File: config.mk
export PLATFORM = sky130hd
export DESIGN_NAME = addroundkey_ks_flat
export DESIGN_NICKNAME = d
export VERILOG_FILES = /design/src/rtl/addroundkey_ks_if.sv /design/src/rtl/addroundkey_ks.sv /design/src/flat_wrapper.sv
export SDC_FILE = /design/constraint.sdc
export NUM_CORES = 2
export LEC_CHECK = 0
export BUFFER_PORTS_ARGS = -buffer_cell sky130_fd_sc_hd__buf_2
export CAP_MARGIN = 20
export CORE_AREA = 2 2 288 290
export DETAILED_ROUTE_END_ITERATION = 7
export DIE_AREA = 0 0 290 292
export RECOVER_POWER = 50
export SLEW_MARGIN = 20
export SYNTH_ARGS = -nofsm -noshare
export SYNTH_HDL_FRONTEND = slang
export SYNTH_HIERARCHICAL = 1
export SYNTH_SLANG_ARGS = --single-unit
File: constraint.sdc
create_clock -name clk -period 27.8 [get_ports clk]
set_input_delay 5.56 -clock clk [delete_from_list [all_inputs] [get_ports clk]]
set_output_delay 5.56 -clock clk [all_outputs]
set_load 0.02 [all_outputs]
File: src/rtl/addroundkey_ks_if.sv
// Handshake and data bus between a cipher controller (master) and the
// AddRoundKey/key-schedule stage (slave).
interface addroundkey_ks_if;
  logic         key_load;
  logic [127:0] key_in;
  logic         ena;
  logic [127:0] state_in;
  logic [127:0] state_out;
  logic         done;
  logic         last;
  logic [3:0]   round_out;
  logic         busy;

  modport master (
    output key_load, key_in, ena, state_in,
    input  state_out, done, last, round_out, busy
  );

  modport slave (
    input  key_load, key_in, ena, state_in,
    output state_out, done, last, round_out, busy
  );
endinterface

File: src/rtl/addroundkey_ks.sv
// AES-128 AddRoundKey with an on-the-fly key schedule: each accepted beat XORs
// the current round key into the state, then advances the key by one round.

module aes_sbox (
  input  logic [7:0] a,
  output logic [7:0] y
);
  localparam logic [7:0] SBOX [256] = '{
    8'h63, 8'h7c, 8'h77, 8'h7b, 8'hf2, 8'h6b, 8'h6f, 8'hc5, 8'h30, 8'h01, 8'h67, 8'h2b, 8'hfe, 8'hd7, 8'hab, 8'h76,
    8'hca, 8'h82, 8'hc9, 8'h7d, 8'hfa, 8'h59, 8'h47, 8'hf0, 8'had, 8'hd4, 8'ha2, 8'haf, 8'h9c, 8'ha4, 8'h72, 8'hc0,
    8'hb7, 8'hfd, 8'h93, 8'h26, 8'h36, 8'h3f, 8'hf7, 8'hcc, 8'h34, 8'ha5, 8'he5, 8'hf1, 8'h71, 8'hd8, 8'h31, 8'h15,
    8'h04, 8'hc7, 8'h23, 8'hc3, 8'h18, 8'h96, 8'h05, 8'h9a, 8'h07, 8'h12, 8'h80, 8'he2, 8'heb, 8'h27, 8'hb2, 8'h75,
    8'h09, 8'h83, 8'h2c, 8'h1a, 8'h1b, 8'h6e, 8'h5a, 8'ha0, 8'h52, 8'h3b, 8'hd6, 8'hb3, 8'h29, 8'he3, 8'h2f, 8'h84,
    8'h53, 8'hd1, 8'h00, 8'hed, 8'h20, 8'hfc, 8'hb1, 8'h5b, 8'h6a, 8'hcb, 8'hbe, 8'h39, 8'h4a, 8'h4c, 8'h58, 8'hcf,
    8'hd0, 8'hef, 8'haa, 8'hfb, 8'h43, 8'h4d, 8'h33, 8'h85, 8'h45, 8'hf9, 8'h02, 8'h7f, 8'h50, 8'h3c, 8'h9f, 8'ha8,
    8'h51, 8'ha3, 8'h40, 8'h8f, 8'h92, 8'h9d, 8'h38, 8'hf5, 8'hbc, 8'hb6, 8'hda, 8'h21, 8'h10, 8'hff, 8'hf3, 8'hd2,
    8'hcd, 8'h0c, 8'h13, 8'hec, 8'h5f, 8'h97, 8'h44, 8'h17, 8'hc4, 8'ha7, 8'h7e, 8'h3d, 8'h64, 8'h5d, 8'h19, 8'h73,
    8'h60, 8'h81, 8'h4f, 8'hdc, 8'h22, 8'h2a, 8'h90, 8'h88, 8'h46, 8'hee, 8'hb8, 8'h14, 8'hde, 8'h5e, 8'h0b, 8'hdb,
    8'he0, 8'h32, 8'h3a, 8'h0a, 8'h49, 8'h06, 8'h24, 8'h5c, 8'hc2, 8'hd3, 8'hac, 8'h62, 8'h91, 8'h95, 8'he4, 8'h79,
    8'he7, 8'hc8, 8'h37, 8'h6d, 8'h8d, 8'hd5, 8'h4e, 8'ha9, 8'h6c, 8'h56, 8'hf4, 8'hea, 8'h65, 8'h7a, 8'hae, 8'h08,
    8'hba, 8'h78, 8'h25, 8'h2e, 8'h1c, 8'ha6, 8'hb4, 8'hc6, 8'he8, 8'hdd, 8'h74, 8'h1f, 8'h4b, 8'hbd, 8'h8b, 8'h8a,
    8'h70, 8'h3e, 8'hb5, 8'h66, 8'h48, 8'h03, 8'hf6, 8'h0e, 8'h61, 8'h35, 8'h57, 8'hb9, 8'h86, 8'hc1, 8'h1d, 8'h9e,
    8'he1, 8'hf8, 8'h98, 8'h11, 8'h69, 8'hd9, 8'h8e, 8'h94, 8'h9b, 8'h1e, 8'h87, 8'he9, 8'hce, 8'h55, 8'h28, 8'hdf,
    8'h8c, 8'ha1, 8'h89, 8'h0d, 8'hbf, 8'he6, 8'h42, 8'h68, 8'h41, 8'h99, 8'h2d, 8'h0f, 8'hb0, 8'h54, 8'hbb, 8'h16
  };

  assign y = SBOX[a];
endmodule

module aes_xtime (
  input  logic [7:0] a,
  output logic [7:0] y
);
  // Multiply by x in GF(2^8), reducing by the AES polynomial.
  assign y = {a[6:0], 1'b0} ^ (a[7] ? 8'h1b : 8'h00);
endmodule

module addroundkey_ks #(
  parameter int NUM_ROUNDS = 10
) (
  input logic              clk,
  input logic              rst,
  addroundkey_ks_if.slave  bus
);
  localparam logic [3:0] LAST_ROUND = 4'(NUM_ROUNDS);

  typedef enum logic [1:0] {IDLE, ADD, UPDATE} state_t;

  state_t       state, state_next;
  logic [127:0] cipher_key, round_key, data_reg, state_out_q;
  logic [7:0]   rcon, rcon_next;
  logic [3:0]   round;
  logic         done_q, last_q;
  logic         key_we, data_we, add_step, upd_step;

  // Next round key: RotWord + SubWord of w3, rcon into row 0, then the word chain.
  logic [31:0]  w3, sub_w, t;
  logic [31:0]  nw0, nw1, nw2, nw3;
  logic [127:0] next_key;

  assign w3 = round_key[127:96];

  for (genvar r = 0; r < 4; r++) begin : g_sbox
    aes_sbox u_sbox (.a(w3[8*((r+1)%4) +: 8]), .y(sub_w[8*r +: 8]));
  end

  aes_xtime u_xtime (.a(rcon), .y(rcon_next));

  assign t        = {sub_w[31:8], sub_w[7:0] ^ rcon};
  assign nw0      = round_key[31:0]   ^ t;
  assign nw1      = round_key[63:32]  ^ nw0;
  assign nw2      = round_key[95:64]  ^ nw1;
  assign nw3      = round_key[127:96] ^ nw2;
  assign next_key = {nw3, nw2, nw1, nw0};

  // NOTE: sequential state uses non-blocking assignments so every register
  // samples pre-edge values; blocking here would create order-dependent races.
  always_ff @(posedge clk or posedge rst) begin
    if (rst) state <= IDLE;
    else     state <= state_next;
  end

  always_comb begin
    state_next = state;
    unique case (state)
      IDLE:    if (!bus.key_load && bus.ena) state_next = ADD;
      ADD:     state_next = UPDATE;
      UPDATE:  state_next = IDLE;
      default: state_next = IDLE;
    endcase
  end

  // NOTE: every signal gets a default at the top of the comb block so no path
  // leaves it unassigned, which would otherwise infer a latch.
  always_comb begin
    key_we   = 1'b0;
    data_we  = 1'b0;
    add_step = 1'b0;
    upd_step = 1'b0;
    unique case (state)
      IDLE:    begin
                 key_we  = bus.key_load;
                 data_we = !bus.key_load && bus.ena;
               end
      ADD:     add_step = 1'b1;
      UPDATE:  upd_step = 1'b1;
      default: ;
    endcase
  end

  // Key registers are reset too: after an abort the stage must not leak the
  // previous cipher key into the next (unkeyed) operation.
  always_ff @(posedge clk or posedge rst) begin
    if (rst) begin
      cipher_key  <= '0;
      round_key   <= '0;
      data_reg    <= '0;
      state_out_q <= '0;
      rcon        <= 8'h01;
      round       <= '0;
      done_q      <= 1'b0;
      last_q      <= 1'b0;
    end else begin
      done_q <= add_step;
      last_q <= add_step && (round == LAST_ROUND);
      if (key_we) begin
        cipher_key <= bus.key_in;
        round_key  <= bus.key_in;
        round      <= '0;
        rcon       <= 8'h01;
      end
      if (data_we)  data_reg    <= bus.state_in;
      if (add_step) state_out_q <= data_reg ^ round_key;
      if (upd_step) begin
        if (round < LAST_ROUND) begin
          round_key <= next_key;
          rcon      <= rcon_next;
          round     <= round + 4'd1;
        end else begin
          round_key <= cipher_key;
          rcon      <= 8'h01;
          round     <= '0;
        end
      end
    end
  end

  assign bus.state_out = state_out_q;
  assign bus.done      = done_q;
  assign bus.last      = last_q;
  assign bus.round_out = round;
  assign bus.busy      = (state != IDLE);
endmodule
File: src/flat_wrapper.sv
// flat-port wrapper written by rule: the top's interface ports become plain ports
module addroundkey_ks_flat 
#(
  parameter int NUM_ROUNDS = 10
)
  (clk, rst, bus_key_load, bus_key_in, bus_ena, bus_state_in, bus_state_out, bus_done, bus_last, bus_round_out, bus_busy);
  addroundkey_ks_if bus_i ();
  input logic clk;
  input logic rst;
  input wire logic [$bits(bus_i.key_load)-1:0] bus_key_load;
  input wire logic [$bits(bus_i.key_in)-1:0] bus_key_in;
  input wire logic [$bits(bus_i.ena)-1:0] bus_ena;
  input wire logic [$bits(bus_i.state_in)-1:0] bus_state_in;
  output wire logic [$bits(bus_i.state_out)-1:0] bus_state_out;
  output wire logic [$bits(bus_i.done)-1:0] bus_done;
  output wire logic [$bits(bus_i.last)-1:0] bus_last;
  output wire logic [$bits(bus_i.round_out)-1:0] bus_round_out;
  output wire logic [$bits(bus_i.busy)-1:0] bus_busy;
  assign bus_i.key_load = bus_key_load;
  assign bus_i.key_in = bus_key_in;
  assign bus_i.ena = bus_ena;
  assign bus_i.state_in = bus_state_in;
  assign bus_state_out = bus_i.state_out;
  assign bus_done = bus_i.done;
  assign bus_last = bus_i.last;
  assign bus_round_out = bus_i.round_out;
  assign bus_busy = bus_i.busy;
  addroundkey_ks #(.NUM_ROUNDS(NUM_ROUNDS)) u_core (.clk(clk), .rst(rst), .bus(bus_i));
endmodule
# --- Yosys cells after proc, flatten, opt, wreduce, memory -nomap -nowiden ---
# Memory sizes are Yosys's and may differ from the RTL's.
# Index checks and enable logic that the tools add are counted.
# Widths: inputs -> output; s select.
totals:
  n_memories: 4
  latchBits: 0
  mem_bits_ro: 8192
  in_bits: 260
  word_cells: 64
  register_bits: 528
  ram_bits: 0
classes:
  order_cmp: 5
  eq_ne: 4
  n_mul: 0
  n_div: 0
  mux: 24
  n_reduce_logical: 6
  shifts: 0
  bitwise_logic: 11
  add_sub_neg: 1
memory_table:
  columns: ["name", "depth", "word_bits", "rd", "rd_ports_with_merged_regs", "wr", "line_no", "source"]
  rows:
  - ["(name not given)", 256, 8, 1, 0, 0, "addroundkey_ks.sv:27", "assign y = SBOX[a];"]
  - ["(name not given)", 256, 8, 1, 0, 0, "addroundkey_ks.sv:27", null]
  - ["(name not given)", 256, 8, 1, 0, 0, "addroundkey_ks.sv:27", null]
  - ["(name not given)", 256, 8, 1, 0, 0, "addroundkey_ks.sv:27", null]
ops:
  columns: ["op", "n"]
  rows:
  - ["$mux 128", 3]
  - ["$xor 128x128->128", 1]
  - ["$xor 32x32->32", 4]
  - ["$mux 8", 11]
  - ["$ge 9x9->1 const B", 4]
  - ["$not 8->9", 4]
  - ["$xor 8x8->8", 2]
  - ["$mux 4", 3]
  - ["$mux 5", 1]
  - ["$add 4x1->4 const B", 1]
  - ["$eq 4x4->1 const B", 1]
  - ["$lt 4x4->1 const B", 1]
  - ["$mux 1", 4]
  - ["$pmux 2 s2", 1]
  - ["$reduce_bool 2->1", 2]
  - ["$eq 2x1->1 const B", 1]
  - ["$eq 2x2->1 const B", 1]
  - ["$logic_and 1x1->1", 2]
  - ["$logic_not 2->1", 1]
  - ["$mux 2", 1]
  - ["$ne 2x1->1 const B", 1]
  - ["$logic_not 1->1", 1]

# --- Logic depth before layout (Yosys ltp) ---
logic_depth:
  ltp_word: 11
  mapped_depth: 15
  ltp_nobuf: 12

# --- Hierarchy ---
# Netlist, hierarchy kept.
modules_own_cells:
  columns: ["mod", "area_per_inst_um2", "n_inst", "cells_each", "seq_area_each_um2"]
  rows:
  - ["addroundkey_ks", 23767.8, 1, 2246, 13213.9]
  - ["aes_sbox", 3179.3, 4, 507, 0.0]
  - ["aes_xtime", 63.8, 1, 8, 0.0]

# --- Worst setup path before layout ---
# Ideal clock, no wire load.
synth_timing:
  path_type: "in2reg"
  startpoint: "input bus_key_load"
  endpoint: "register u_core.data_reg[0]"
  setup_ps: 127
  required_time_ps: 27673
  n_path_buf: 3
  cell_stages: 5
  slack_ps: 21079
  arrival_time_ps: 6594
  cell_sequence: "buf_2 -> nor3b_2 -> buf_4 -> buf_6 -> mux2_1"
synth_via:
  elab_chain_cells: 3
synth_lines:
  columns: ["item", "line_no", "source"]
  rows:
  - ["start, declared", "flat_wrapper.sv:10", "input wire logic [$bits(bus_i.key_load)-1:0] bus_key_load;"]
  - ["$logic_not 1->1", "addroundkey_ks.sv:103", "data_we = !bus.key_load && bus.ena;"]
  - ["$logic_and 1x1->1", "addroundkey_ks.sv:103", null]
  - ["$mux 1", "addroundkey_ks.sv:100", "unique case (state)"]
  - ["end signal, assigned", "addroundkey_ks.sv:132", "if (data_we) data_reg <= bus.state_in;"]
  - ["end, declared", "addroundkey_ks.sv:50", "logic [127:0] cipher_key, round_key, data_reg, state_out_q;"]
# No other way between the ends.
# A chain may end at the register's enable or synchronous reset.

==> key figures <==
Outcome
  • Status: finished with violations
  • Failing checks: capacitance limit, slew limit

Route
  • Via/cell ratio: approximately 6.4
  • Via count: ~35000
  • Detailed-router iteration count before antenna repair: 7
  • Remaining antenna violation count: 0
  • WL per Instance: ~25 um
  • Routed WL: between 100000 and 150000 um
  • DRC Markers: 0
  • 1st-iter DRT viols: 4612

CTS
  • Htree depth: 2
  • Setup Fix Bufs, Post-CTS: 0
  • Post_cts resized: 0
  • Clk sinks: approximately 530
  • Cts hold-fix bufs: 0
  • CTS Buf Count: 59
  • Worst-Skew Late Latency: ~0.64 ns
  • CTS tree: done
  • Clock buffer depth: 3
  • Clock root cell: clkbuf_16
  • CTS clk-pin slew, worst paths: 0.06 ns

Layout
  • Number of fill cells: 7962
  • Syn-to-layout area delta: 9.82%
  • Post-route cell area: approximately 40000 um2
  • Final instance count without filler cells: ~5500
  • Proportion of layout cells with a drive suffix above 1: about 13%
  • Nets: between 4000 and 5000
  • Final core utilization: slightly below 50%

Setup path
  • CP Depth: 5
  • Reg-to-reg slack, setup: 21.78 ns
  • Family with the most delay on the worst path: buffers and inverters
  • Critical Path End Type: async pin
  • Worst Path Arrival: between 10 and 15 ns
  • Reg2Reg Depth: 4
  • Required time of the critical path: between 20 and 30 ns
  • R2R Path Start: u_core/state[1]$_DFFE_PP0P_
  • Crit path kind: input pin to async pin
  • R2R Path End: u_core/bus.state_out[121]$_DFFE_PP0P_
  • Max Fanout on Critical Path: 126
  • Worst path most repeated cell: buf_4
  • CP max stage cell: clkinvlp_2
  • Buffers & Inverters on Critical Path: 5
  • Worst path cell trace: buf_2, clkinvlp_2, clkbuf_1, buf_4, buf_4
  • Max incr delay on CP: 3.15 ns
  • Startpoint types: input pin
  • Crit path to: u_core/bus.state_out[126]$_DFFE_PP0P_
  • Launch point of the worst path: rst

Placement
  • GPL Wtd Cong: roughly 1.0
  • Post-placement cell count: about 5400
  • Hpwl dp: 92900 um
  • PortBufs: 394
  • DP Area: 38400 um2

Global route
  • Vias in the first global route: about 33000
  • GRT Util Overall: 31.6%
  • Largest net degree at the start of global routing: about 130
  • Gr ovfl total: 0
  • Initial antenna violation count: 17
  • First-pass GRT wire length: 210000 um

STA
  • Fin. max-slew vios: about 740
  • Fmax: 79.6 MHz
  • Tmin final: between 10 and 15 ns
  • Slew headroom: -286%
  • Clk_skew: roughly 0.038 ns
  • RSZ-0062 raised after global routing: no
  • # setup viols final: 0
  • Final hold violation count: 0
  • Setup TNS: 0 ns
  • Worst slew pin tran: 5.79 ns
  • Period utilization: between 40% and 50%

Floorplan
  • Chip width: roughly 290 um
  • Starting Density: between 40 and 50%
  • Die Ht: 292 um
  • Die ar.: around 85000 um2
  • Core area: between 80000 and 90000 um2
  • Num rows: around 110
  • IO Pins: ~400

Synth
  • Synth Warn #: 6
  • Ys flop type: dfrtp_1
  • Area share of the largest cell type after synthesis: ~36%
  • Synth area leader: dfrtp_1
  • Synthesized flop and latch total: 528
  • Synth Instances: roughly 4300
  • Avg Synthesized Cell Area: approximately 8.5 um2
  • Synthesized net count: 4604
  • Seq/Total Area, Yosys: between 30% and 40%
  • Fraction of registers with async set/reset: 100%
  • Synth cell types: around 80
  • Area contributors post-synth: dfrtp_1, nand2_1, o21ai_0
  • EDFF count, synth: 0
  • Mapped Area: ~37000 um2

Power and ir drop
  • Static leakage: approximately 17 nW
  • PwrDens: between 100 and 150 nW/um2
  • VDD IR max: 0.0839 mV

Flow run
  • Max-cap violations: 10

Min path
  • Worst Hold Class: flip-flop to flip-flop
## worst min-delay path, delay by kind of cell (launching register included)
kind	cells	cell delay (ns)
and+or+nand+nor	2	0.10
DFF	1	0.34
## layout make-up
cell class / instances / area (um2) / share of cell area, %
clock inverter: 16 / 143 / 0.355
inverter: 55 / 208 / 0.517
timing repair buffer: 457 / 2290 / 5.71
clock buffer: 91 / 1780 / 4.43
antenna: 5 / 12.5 / 0.0312
tap: 1070 / 1340 / 3.34
sequential: 528 / 13200 / 33.0
multi-input combinational: 3307 / 21100 / 52.6
## how the worst min path moves through the flow
stage	startpoint	end	slack (ns)	cells past startpoint
floorplan	u_core/cipher_key[127]$_DFFE_PP0P_	u_core/cipher_key[127]$_DFFE_PP0P_	0.44	2
global placement	u_core/cipher_key[103]$_DFFE_PP0P_	u_core/cipher_key[103]$_DFFE_PP0P_	0.45	2
detailed placement	u_core/cipher_key[103]$_DFFE_PP0P_	u_core/cipher_key[103]$_DFFE_PP0P_	0.46	2
CTS	u_core/cipher_key[103]$_DFFE_PP0P_	u_core/cipher_key[103]$_DFFE_PP0P_	0.47	2
global route	u_core/cipher_key[35]$_DFFE_PP0P_	u_core/cipher_key[35]$_DFFE_PP0P_	0.49	2
finish	u_core/cipher_key[72]$_DFFE_PP0P_	u_core/cipher_key[72]$_DFFE_PP0P_	0.47	2
## layout by cell type, fill, tap and decap left out, drive strengths merged, types with 110 or more instances in the layout
master  instances
a21oi         207
buf           349
clkbuf        199
dfrtp         527
mux2          136
nand2         766
nand3         191
nor2          209
nor3          110
o21ai         383
xnor2         145
## kinds of logic (layout without fill, tap and decap cells)
family / after synthesis / in the layout / share of synthesized area (%)
AO/OA/AOI/OAI: 1242 / 1242 / 22.8
XOR/XNOR: 247 / 247 / 7.12
adder cells (fa/ha/maj): 62 / 62 / 2.12
buffers and inverters: 447 / 619 / 6.16
flip-flops: 528 / 528 / 36.2
multiplexers: 187 / 187 / 5.90
other: 0 / 5 / 0
AND/OR/NAND/NOR: 1569 / 1569 / 19.7
## routing by layer
metal / track usage [%] / vias to the layer above / wire, um
li1: - / 15800 / -
met1: 43.7 / 17000 / 57100
met2: 48.4 / 1986 / 60800
met3: 6.61 / 413 / 13500
met4: 12.3 / 22 / 5920
met5: 0 / - / 144
## cell usage after synthesis, drive strengths merged, types with 32 or more instances
cell type	n
a211oi	64
a21oi	207
a221o	35
a311oi	40
a31oi	56
and3	40
buf	254
clkbuf	138
dfrtp	527
ha	62
inv	55
mux2	136
mux2i	43
nand2	766
nand2b	69
nand3	191
nor2	209
nor2b	53
nor3	110
o211ai	98
o21ai	383
o311ai	80
xnor2	145
xnor3	32
xor2	70
## per-stage QoR
| step | setup slack [ns] | total power, mW | hold WS, ns |
|---|---|---|---|
| finish | 15.24 | 5.76 | 0.469 |
| global route | 13.69 | 6.10 | 0.487 |
| detailed placement | 18.81 | 4.88 | 0.456 |
| floorplan | 7.49 | 3.83 | 0.437 |
| global placement | 18.82 | 4.90 | 0.451 |
| CTS | 19.47 | 5.69 | 0.471 |
## power by group
part | internal [mW] | switching (mW)
logic | 1.27 | 2.38
registers | 1.02 | 0.309
clock network | 0.456 | 0.325
total | 2.75 | 3.01
Note: power is estimated with default switching activity, not from simulation.
